File: config.mk
export PLATFORM = sky130hd
export DESIGN_NAME = encode_dst_buf_flat
export DESIGN_NICKNAME = d
export VERILOG_FILES = /design/src/rtl/encode_dst_buf_pkg.sv /design/src/rtl/encode_dst_buf_if.sv /design/src/rtl/encode_dst_fifo.sv /design/src/rtl/encode_dst_buf.sv /design/src/flat_wrapper.sv
export SDC_FILE = /design/constraint.sdc
export NUM_CORES = 1
export LEC_CHECK = 0
export BUFFER_PORTS_ARGS = -buffer_cell sky130_fd_sc_hd__buf_4
export CORE_AREA = 2 2 319 321
export CTS_CLUSTER_DIAMETER = 40
export DETAILED_ROUTE_END_ITERATION = 10
export DIE_AREA = 0 0 321 323
export PLACE_DENSITY_LB_ADDON = 0.1
export SYNTH_ARGS = -nofsm -noshare
export SYNTH_HDL_FRONTEND = slang
export SYNTH_SLANG_ARGS = --single-unit
File: constraint.sdc
create_clock -name clk -period 10.25 [get_ports clk]
set_input_delay 0.5125 -clock clk [delete_from_list [all_inputs] [get_ports clk]]
set_output_delay 0.5125 -clock clk [all_outputs]
set_load 0.01 [all_outputs]
File: src/rtl/encode_dst_buf_pkg.sv
// Shared definitions for the encoder destination buffer: default parameters,
// data width and the stream-control state encoding.
package encode_dst_buf_pkg;

    localparam int LZF_WIDTH_DEF    = 20;
    localparam int DEPTH_LOG2_DEF   = 4;
    localparam int AFULL_MARGIN_DEF = 4;
    localparam int DATA_W           = 64;

    typedef enum logic [1:0] {
        ST_IDLE  = 2'd0,
        ST_RUN   = 2'd1,
        ST_DRAIN = 2'd2,
        ST_DONE  = 2'd3
    } state_e;

endpackage

File: src/rtl/encode_dst_buf_if.sv
// Encoder-to-buffer put bus and buffer-to-sink valid/ready stream, bundled.
// The buffer uses the slave view; the environment uses the master view.
interface encode_dst_buf_if;
    import encode_dst_buf_pkg::*;

    logic [DATA_W-1:0] m_dst;
    logic              m_dst_putn;
    logic              m_endn;
    logic              fo_full;
    logic [DATA_W-1:0] dst_data;
    logic              dst_valid;
    logic              dst_ready;
    logic              dst_last;

    modport master (
        output m_dst, m_dst_putn, m_endn, dst_ready,
        input  fo_full, dst_data, dst_valid, dst_last
    );

    modport slave (
        input  m_dst, m_dst_putn, m_endn, dst_ready,
        output fo_full, dst_data, dst_valid, dst_last
    );

endinterface

File: src/rtl/encode_dst_fifo.sv
// 64-bit synchronous FIFO with occupancy count; head word is read combinationally
// from storage so it only moves on a pop.
module encode_dst_fifo
    import encode_dst_buf_pkg::*;
#(
    parameter int DEPTH_LOG2 = DEPTH_LOG2_DEF
) (
    input  logic                  clk,
    input  logic                  rst,
    input  logic                  push,
    input  logic                  pop,
    input  logic [DATA_W-1:0]     din,
    output logic [DATA_W-1:0]     dout,
    output logic [DEPTH_LOG2:0]   count
);

    localparam int                   DEPTH     = 1 << DEPTH_LOG2;
    localparam logic [DEPTH_LOG2-1:0] PTR_ONE_C = DEPTH_LOG2'(1);
    localparam logic [DEPTH_LOG2:0]   CNT_ONE_C = (DEPTH_LOG2+1)'(1);
    localparam logic [DEPTH_LOG2:0]   FULL_C    = (DEPTH_LOG2+1)'(DEPTH);

    logic [DATA_W-1:0]     mem_r [DEPTH];
    logic [DEPTH_LOG2-1:0] wr_ptr_r;
    logic [DEPTH_LOG2-1:0] rd_ptr_r;
    logic [DEPTH_LOG2:0]   count_r;
    logic                  push_ok_s;
    logic                  pop_ok_s;

    assign push_ok_s = push & (count_r != FULL_C);
    assign pop_ok_s  = pop & (count_r != '0);

    // Storage write; contents need no reset since count gates visibility.
    always_ff @(posedge clk) begin
        if (push_ok_s) begin
            mem_r[wr_ptr_r] <= din;
        end
    end

    // Pointers wrap naturally at the power-of-two depth; count tracks occupancy.
    always_ff @(posedge clk) begin
        if (rst) begin
            wr_ptr_r <= '0;
            rd_ptr_r <= '0;
            count_r  <= '0;
        end else begin
            if (push_ok_s) begin
                wr_ptr_r <= wr_ptr_r + PTR_ONE_C;
            end
            if (pop_ok_s) begin
                rd_ptr_r <= rd_ptr_r + PTR_ONE_C;
            end
            case ({push_ok_s, pop_ok_s})
                2'b10:   count_r <= count_r + CNT_ONE_C;
                2'b01:   count_r <= count_r - CNT_ONE_C;
                default: count_r <= count_r;
            endcase
        end
    end

    assign dout  = mem_r[rd_ptr_r];
    assign count = count_r;

endmodule

File: src/rtl/encode_dst_buf.sv
// Destination buffer between the compressor and its sink: holds back the newest
// word until end-of-stream so the final word can be tagged with dst_last.
module encode_dst_buf
    import encode_dst_buf_pkg::*;
#(
    parameter int LZF_WIDTH    = LZF_WIDTH_DEF,
    parameter int DEPTH_LOG2   = DEPTH_LOG2_DEF,
    parameter int AFULL_MARGIN = AFULL_MARGIN_DEF
) (
    input  logic                 clk,
    input  logic                 rst,
    input  logic                 ce,
    encode_dst_buf_if.slave      bus,
    output logic [LZF_WIDTH-1:0] dst_cnt,
    output logic                 done,
    output logic                 ovf
);

    localparam logic [DEPTH_LOG2:0]  DEPTH_C   = (DEPTH_LOG2+1)'(1 << DEPTH_LOG2);
    localparam logic [DEPTH_LOG2:0]  MARGIN_C  = (DEPTH_LOG2+1)'(AFULL_MARGIN);
    localparam logic [DEPTH_LOG2:0]  ONE_C     = (DEPTH_LOG2+1)'(1);
    localparam logic [DEPTH_LOG2:0]  TWO_C     = (DEPTH_LOG2+1)'(2);
    localparam logic [LZF_WIDTH-1:0] CNT_ONE_C = LZF_WIDTH'(1);

    state_e               state_r;
    state_e               state_nxt_s;
    logic [DEPTH_LOG2:0]  count_s;
    logic [DEPTH_LOG2:0]  count_nxt_s;
    logic                 put_s;
    logic                 end_s;
    logic                 accept_s;
    logic                 push_s;
    logic                 pop_s;
    logic                 drop_s;
    logic                 valid_nxt_s;
    logic                 last_nxt_s;
    logic                 dst_valid_r;
    logic                 dst_last_r;
    logic                 fo_full_r;
    logic                 done_r;
    logic                 ovf_r;
    logic [LZF_WIDTH-1:0] dst_cnt_r;

    assign put_s    = ce & ~bus.m_dst_putn;
    assign end_s    = ce & ~bus.m_endn;
    assign accept_s = (state_r == ST_IDLE) || (state_r == ST_RUN);
    assign push_s   = put_s & accept_s & (count_s != DEPTH_C);
    assign drop_s   = put_s & ~push_s;
    assign pop_s    = ce & dst_valid_r & bus.dst_ready;

    encode_dst_fifo #(
        .DEPTH_LOG2 (DEPTH_LOG2)
    ) u_fifo (
        .clk   (clk),
        .rst   (rst),
        .push  (push_s),
        .pop   (pop_s),
        .din   (bus.m_dst),
        .dout  (bus.dst_data),
        .count (count_s)
    );

    // Occupancy after this cycle, mirrored from the FIFO to precompute outputs.
    always_comb begin
        count_nxt_s = count_s;
        case ({push_s, pop_s})
            2'b10:   count_nxt_s = count_s + ONE_C;
            2'b01:   count_nxt_s = count_s - ONE_C;
            default: count_nxt_s = count_s;
        endcase
    end

    // Stream-control next state; a put coinciding with end goes straight to drain.
    always_comb begin
        state_nxt_s = state_r;
        case (state_r)
            ST_IDLE: begin
                if (put_s && end_s) begin
                    state_nxt_s = ST_DRAIN;
                end else if (put_s) begin
                    state_nxt_s = ST_RUN;
                end else if (end_s) begin
                    state_nxt_s = ST_DONE;
                end else begin
                    state_nxt_s = ST_IDLE;
                end
            end
            ST_RUN: begin
                if (end_s) begin
                    state_nxt_s = ST_DRAIN;
                end else begin
                    state_nxt_s = ST_RUN;
                end
            end
            ST_DRAIN: begin
                if (count_nxt_s == '0) begin
                    state_nxt_s = ST_DONE;
                end else begin
                    state_nxt_s = ST_DRAIN;
                end
            end
            ST_DONE:  state_nxt_s = ST_IDLE;
            default:  state_nxt_s = ST_IDLE;
        endcase
    end

    // While running the newest word stays hidden; once draining everything shows.
    always_comb begin
        valid_nxt_s = 1'b0;
        last_nxt_s  = 1'b0;
        case (state_nxt_s)
            ST_RUN: begin
                valid_nxt_s = (count_nxt_s >= TWO_C);
            end
            ST_DRAIN: begin
                valid_nxt_s = (count_nxt_s >= ONE_C);
                last_nxt_s  = (count_nxt_s == ONE_C);
            end
            default: begin
                valid_nxt_s = 1'b0;
                last_nxt_s  = 1'b0;
            end
        endcase
    end

    // Control and output registers; ce low freezes everything except reset.
    always_ff @(posedge clk) begin
        if (rst) begin
            state_r     <= ST_IDLE;
            dst_valid_r <= 1'b0;
            dst_last_r  <= 1'b0;
            fo_full_r   <= 1'b0;
            done_r      <= 1'b0;
            ovf_r       <= 1'b0;
            dst_cnt_r   <= '0;
        end else if (ce) begin
            state_r     <= state_nxt_s;
            dst_valid_r <= valid_nxt_s;
            dst_last_r  <= last_nxt_s;
            fo_full_r   <= ((DEPTH_C - count_s) <= MARGIN_C);
            done_r      <= (state_nxt_s == ST_DONE);
            ovf_r       <= ovf_r | drop_s;
            if (state_r == ST_DONE) begin
                dst_cnt_r <= '0;
            end else if (pop_s) begin
                dst_cnt_r <= dst_cnt_r + CNT_ONE_C;
            end
        end
    end

    assign bus.dst_valid = dst_valid_r;
    assign bus.dst_last  = dst_last_r;
    assign bus.fo_full   = fo_full_r;
    assign dst_cnt       = dst_cnt_r;
    assign done          = done_r;
    assign ovf           = ovf_r;

endmodule

File: src/flat_wrapper.sv
// flat-port wrapper written by rule: the top's interface ports become plain ports
module encode_dst_buf_flat import encode_dst_buf_pkg::*;
#(
    parameter int LZF_WIDTH    = LZF_WIDTH_DEF,
    parameter int DEPTH_LOG2   = DEPTH_LOG2_DEF,
    parameter int AFULL_MARGIN = AFULL_MARGIN_DEF
)
  (clk, rst, ce, dst_cnt, done, ovf, bus_m_dst, bus_m_dst_putn, bus_m_endn, bus_dst_ready, bus_fo_full, bus_dst_data, bus_dst_valid, bus_dst_last);
  encode_dst_buf_if bus_i ();
  input  logic clk;
  input  logic rst;
  input  logic ce;
  output logic [LZF_WIDTH-1:0] dst_cnt;
  output logic done;
  output logic ovf;
  input wire logic [$bits(bus_i.m_dst)-1:0] bus_m_dst;
  input wire logic [$bits(bus_i.m_dst_putn)-1:0] bus_m_dst_putn;
  input wire logic [$bits(bus_i.m_endn)-1:0] bus_m_endn;
  input wire logic [$bits(bus_i.dst_ready)-1:0] bus_dst_ready;
  output wire logic [$bits(bus_i.fo_full)-1:0] bus_fo_full;
  output wire logic [$bits(bus_i.dst_data)-1:0] bus_dst_data;
  output wire logic [$bits(bus_i.dst_valid)-1:0] bus_dst_valid;
  output wire logic [$bits(bus_i.dst_last)-1:0] bus_dst_last;
  assign bus_i.m_dst = bus_m_dst;
  assign bus_i.m_dst_putn = bus_m_dst_putn;
  assign bus_i.m_endn = bus_m_endn;
  assign bus_i.dst_ready = bus_dst_ready;
  assign bus_fo_full = bus_i.fo_full;
  assign bus_dst_data = bus_i.dst_data;
  assign bus_dst_valid = bus_i.dst_valid;
  assign bus_dst_last = bus_i.dst_last;
  encode_dst_buf #(.LZF_WIDTH(LZF_WIDTH), .DEPTH_LOG2(DEPTH_LOG2), .AFULL_MARGIN(AFULL_MARGIN)) u_core (.clk(clk), .rst(rst), .ce(ce), .bus(bus_i), .dst_cnt(dst_cnt), .done(done), .ovf(ovf));
endmodule
# Word-level counts from Yosys, hierarchy flattened
# Memories as Yosys holds them, arrays and structs flattened. A register that Yosys moved wholly into a read port is not among the register bits.
# Cells that the tools add are included.
dict set report op_classes {
  add_sub_neg 6
  n_lt_le_gt_ge 3
  eq_ne 12
  mux 16
  n_bitwise 13
  reduce_logical 8
}
# cell n
set ops {}
lappend ops {{$mux W20} 2}
lappend ops {{$add A20 B1 Y20 const B} 1}
lappend ops {{$pmux W5 S2} 2}
lappend ops {{$eq A2 B2 Y1 const B} 6}
lappend ops {{$and A1 B1 Y1} 9}
lappend ops {{$add A4 B1 Y4 const B} 2}
lappend ops {{$eq A2 B1 Y1 const B} 4}
lappend ops {{$mux W2} 4}
lappend ops {{$mux W4} 2}
lappend ops {{$pmux W2 S4} 1}
lappend ops {{$add A5 B1 Y5 const B} 1}
lappend ops {{$eq A5 B1 Y1 const B} 1}
lappend ops {{$ge A5 B1 Y1 const B} 1}
lappend ops {{$ge A5 B2 Y1 const B} 1}
lappend ops {{$le A5 B3 Y1 const B} 1}
lappend ops {{$logic_not A5 Y1} 1}
lappend ops {{$ne A5 B5 Y1 const B} 1}
lappend ops {{$reduce_bool A5 Y1} 1}
lappend ops {{$sub A5 B1 Y5 const B} 1}
lappend ops {{$sub A5 B5 Y5 const A} 1}
lappend ops {{$mux W1} 4}
lappend ops {{$reduce_bool A2 Y1} 2}
lappend ops {{$not A1 Y1} 3}
lappend ops {{$logic_not A2 Y1} 1}
lappend ops {{other kinds (5)} 5}
dict set report totals {
  register_bits 40
  ramBits 1024
  out_inout_bits 89
  word_cells 69
  n_memories 1
}
# memory depth word_bits read_ports rd_clocked_by_memory_dff wr line_no
set memory_table {}
lappend memory_table {u_core.u_fifo.mem_r 16 64 1 1 1 encode_dst_fifo.sv:22} ;# logic [DATA_W-1:0] mem_r [DEPTH];

# Logic depth before layout (Yosys ltp)
dict set report logic_depth {
  word_depth 11
  depth_mapped 18
}

# Cells and area by module
# From an unflattened synthesis, not the netlist that was laid out.
dict set report hier_totals {
  cells_unflattened 1726
  area_unflattened_um2 40946.8
}
# module instances cells_each area_each_um2 seq_area_each_um2
set by_module_without_submodules {}
lappend by_module_without_submodules {encode_dst_fifo 1 1534 39374.0 31089.8}
lappend by_module_without_submodules {encode_dst_buf 1 192 1572.8 540.5}

# Worst setup path before layout
# No wires, ideal clock.
dict set report synth_timing {
  kind {register to register}
  from {reg u_core.u_fifo.count_r[0], in the netlist u_core.u_fifo.count[0]}
  to {mem u_core.u_fifo.mem_r[3][0], enable pin}
  setup_time_ns 0.564
  arrival_time_ns 6.101
  t_required_ns 9.686
  setup_slack_ns 3.584
  path_stages_with_launch 11
  n_path_buf 1
  path_cell_list {dfxtp_1 -> inv_1 -> ha_1 -> inv_1 -> nor3_1 -> ha_1 -> nor2_1 -> and3_1 -> clkbuf_1 -> nand2_1 -> nor3_1}
}
dict set report synth_between {
  elab_chain_cells 5
}
# item line_no
set synth_rtl {}
lappend synth_rtl {{from (decl)} encode_dst_fifo.sv:25} ;# logic [DEPTH_LOG2:0] count_r;
lappend synth_rtl {{from (signal assigned)} encode_dst_fifo.sv:53} ;# 2'b10: count_r <= count_r + CNT_ONE_C;
lappend synth_rtl {{from (signal assigned)} encode_dst_fifo.sv:54} ;# 2'b01: count_r <= count_r - CNT_ONE_C;
lappend synth_rtl {{from (signal assigned)} encode_dst_fifo.sv:55} ;# default: count_r <= count_r;
lappend synth_rtl {{$ne A5 B5 Y1 *} {encode_dst_fifo.sv:29, encode_dst_buf.sv:47}}
lappend synth_rtl {{$and A1 B1 Y1} encode_dst_buf.sv:47} ;# assign push_s = put_s & accept_s & (count_s != DEPTH_C);
lappend synth_rtl {{$and A1 B1 Y1 *} encode_dst_fifo.sv:29} ;# assign push_ok_s = push & (count_r != FULL_C);
lappend synth_rtl {{via u_core.u_fifo.push_ok_s} encode_dst_fifo.sv:26} ;# logic push_ok_s;
lappend synth_rtl {{$mux W1 *} encode_dst_fifo.sv:34} ;# if (push_ok_s) begin
lappend synth_rtl {{$mux W1 (implied by the code) *} encode_dst_fifo.sv:35} ;# mem_r[wr_ptr_r] <= din;
lappend synth_rtl {{to (decl)} encode_dst_fifo.sv:22}
# Mark *: on every way through the listed nets, which the timed path passes. The rest lies on a longest branch.

==> results.py <==
metrics = {
    "floorplanning": {
        "die_w_um": 321,
        "fp.dieH_um": 323,
        "initial_core_util_pct": 40.64,
        "design.core.area_sq_mm": 0.1007,
        "io-pin-count": 159,
        "die_area_sq_mm": 0.1037,
        "rows": 117,
    },
    "synth": {
        "synth_common_cells": "sky130_fd_sc_hd__edfxtp_1, sky130_fd_sc_hd__mux4_2, sky130_fd_sc_hd__nor2_1",
        "top_cell_type_by_total_area_after_synthesis": "sky130_fd_sc_hd__edfxtp_1",
        "netlist_top_cells_area": "sky130_fd_sc_hd__edfxtp_1, sky130_fd_sc_hd__mux4_2, sky130_fd_sc_hd__dfxtp_1",
        "yosys_most_used_dff": "sky130_fd_sc_hd__edfxtp_1",
        "synth_enable_flop_cells": 1024,
        "syn_area_per_cell_sq_um": 23.74,
        "yosysSeqAreaShare_pct": 77.28,
        "netlist_instances": 1724,
        "ys_ff_latch": 1068,
        "yosysMostFrequentCell": "sky130_fd_sc_hd__edfxtp_1",
        "synth_top_area_share_pct": 75.13,
        "ys_async_sr_fraction_pct": 0,
        "synth_area_sq_mm": 0.04093,
        "synthesis_warning_total": 0,
        "synth_cell_type_count": 52,
        "mappedNetlistNets": 1811,
    },
    "sta": {
        "post-route-period-util_pct": 48.84,
        "grt_setup_unrepaired": "no",
        "fin_tns_setup_ns": 0,
        "maxClockFrequency_mhz": 199.8,
        "timing_hold_violations_final": 0,
        "timing.final.max_slew_violations": 0,
        "slew_headroom_pct": 28.29,
        "setup_slack_ns": 5.244,
        "timing.final.setup_violations": 0,
        "worst-slew-pin-transition_ns": 1.076,
        "final.min_clock_period_ns": 5.006,
        "fin_skew_ns": 0.03292,
    },
    "flow_run": {
        "max-cap-violations": 0,
    },
    "routing": {
        "vias": 18640,
        "route.top_layer_used": "met5",
        "met3_length_mm": 4.709,
        "drt-vias-per-instance": 5.463,
        "detail_route.wirelength.met1_mm": 40.17,
        "drt_iter0_drc": 1728,
        "drc": 0,
        "met2_wirelength_mm": 46.82,
        "wl_mm": 93.42,
        "drt_first_pass_iters": 8,
        "detail-route-antenna-nets": 0,
        "wl_per_cell_um": 27.38,
    },
    "setup_path": {
        "crit_path_top_delay_cell": "sky130_fd_sc_hd__buf_4",
        "path_type_of_the_worst_setup_path": "register to output pin",
        "crit_arrival_ns": 4.49,
        "worst-path-max-fanout": 97,
        "critical-path-max-stage-delay_ns": 0.79,
        "crit_chain": "buf_4 -> buf_12 -> mux4_2 -> mux4_2 -> buf_4",
        "critical_path_required_ns": 9.74,
        "timing.critical_path.to_type": "output pin",
        "worst_setup_path_start_kind": "register",
    },
    "grt": {
        "grt_pass1_vias": 20120,
        "grt_pass1_wl_mm": 136.2,
        "track_usage_pct": 18.30,
        "maximum_number_of_pins_on_one_net_before_global_route_repair": 98,
        "global_route_congestion_overflow_total": 0,
        "antenna_found_initial": 5,
    },
    "finish": {
        "drive_gt1_share_pct": 37.03,
        "final_net_count": 2070,
        "area_growth_syn_to_layout_pct": 18.74,
        "multi_input_area_sq_mm": 0.008793,
        "final_layout_fill_cell_count": 8128,
        "layout.area.seq_sq_mm": 0.03165,
    },
    "clock_tree": {
        "cts.repair.resized": 0,
        "clk-insertion-delay-late_ns": 0.75,
        "clk_root_buffer_cell": "sky130_fd_sc_hd__clkbuf_16",
        "cts_post_setup_buffers_inserted": 0,
        "cts-root-to-sink-buffers": 3,
        "cts_hold_repair.buffers": 2,
        "cts-htree-levels": 4,
        "tritoncts_clock_tree": "built",
        "cts_inserted_buffers": 148,
        "cts.sinks": 1068,
        "clock_slew_at_reported_path_ffs_ns": 0.06,
    },
    "power_and_ir_drop": {
        "lkg_pwr_nw": 15.07,
        "vdd.ir_drop.worst_mv": 0.1399,
        "pwr_density_cell_mw_per_mm2": 206.6,
    },
    "placed_design": {
        "port_buffers": 158,
        "globalplace.congestion": 0.7121,
        "dp.final_hpwl_mm": 47.16,
        "dpl_worst_slack_ns": 5.872,
    },
    "run_status": {
        "status": "completed",
    },
    "hold_path": {
        "class_of_the_most_critical_hold_timing_path": "input port to register",
    },
}
## area by class of cell
type | count | share of cell area [%]
Clock buffer | 166 | 7.780
Tap cell | 1309 | 3.370
Sequential cell | 1068 | 65.12
Clock inverter | 102 | 2.402
Multi-Input combinational cell | 552 | 18.09
Antenna cell | 2 | 0.01030
Timing Repair Buffer | 197 | 3.105
Inverter | 16 | 0.1236
## power breakdown
part / switching (mW) / internal, mW / leakage, nW
Clock: 1.97 / 3.07 / 2.38
Combinational: 0.122 / 0.0726 / 3.12
Sequential: 0.00827 / 4.80 / 9.58
Total: 2.10 / 7.94 / 15.1
## worst paths after layout
kind / from / to / slack (ns) / depth (start not counted)
worst min-delay path: bus_m_dst[16] / u_core.u_fifo.mem_r[4][16]$_DFFE_PP_ / 0.07 / 1
worst max-delay path: register / bus_dst_data[30] / 5.24 / 5
worst min register to register: u_core.bus.dst_last$_SDFFE_PP0P_ / u_core.bus.dst_last$_SDFFE_PP0P_ / 0.47 / 2
worst max register to register: u_core.u_fifo.count[0]$_SDFFE_PP0P_ / u_core.u_fifo.mem_r[4][42]$_DFFE_PP_ / 6.06 / 10
## registers in the layout (all words and copies together), names as in the netlist, named ones only
name / flops
u_core.bus.fo_full: 1
u_core.dst_cnt: 20
u_core.done: 1
u_core.u_fifo.rd_ptr_r: 4
u_core.ovf: 1
u_core.u_fifo.count: 5
u_core.bus.dst_valid: 1
u_core.bus.dst_last: 1
u_core.u_fifo.wr_ptr_r: 4
u_core.u_fifo.mem_r: 1024
u_core.state_r: 2
## metal layers
metal / up-vias / GRT usage [%]
met5: - / 0
met1: 10150 / 24.21
met2: 459 / 30.44
li1: 7894 / -
met3: 134 / 4.013
met4: 6 / 5.680
## cells by family after synthesis
family	count (synthesis)	synth area share, %
adder cells (fa/ha/maj)	17	0.5197
flip-flops	1068	77.28
buffers and inverters	104	1.507
XOR/XNOR	30	0.6419
AO/OA/AOI/OAI	39	0.6206
AND/OR/NAND/NOR	141	1.697
multiplexers	325	17.74
## layout by cell type (no fill, tap or decap), drive strengths merged, types with 17 or more instances in the layout
cell type	synthesis	routed
dfxtp	44	44
ha	17	17
mux4	320	320
xnor2	18	18
clkbuf	35	166
buf	53	195
inv	16	42
nor2	61	61
nand2	21	21
edfxtp	1024	1024
clkinv	0	48
## through the flow
stage	instance area [sq um]	util [%]	power (mW)	std cells	hold slack [ns]
5_1_grt	48600	48.25	10.37	3412	0.03998
6_report	48600	48.25	10.04	3412	0.06549
3_5_place_dp	43630	43.32	5.099	3140	0.4655
4_1_cts	48590	48.25	10.17	3410	0.001436
2_1_floorplan	40930	-	4.980	1724	0.4775
3_3_place_gp	43630	43.32	5.093	3140	0.4589
## critical path, delay by kind of cell (launching register included)
family	cells	cell delay, ns
flops	1	0.77
buf+inv	3	1.59
mux	2	1.16
No activity file was read; power rests on OpenSTA's default activity.
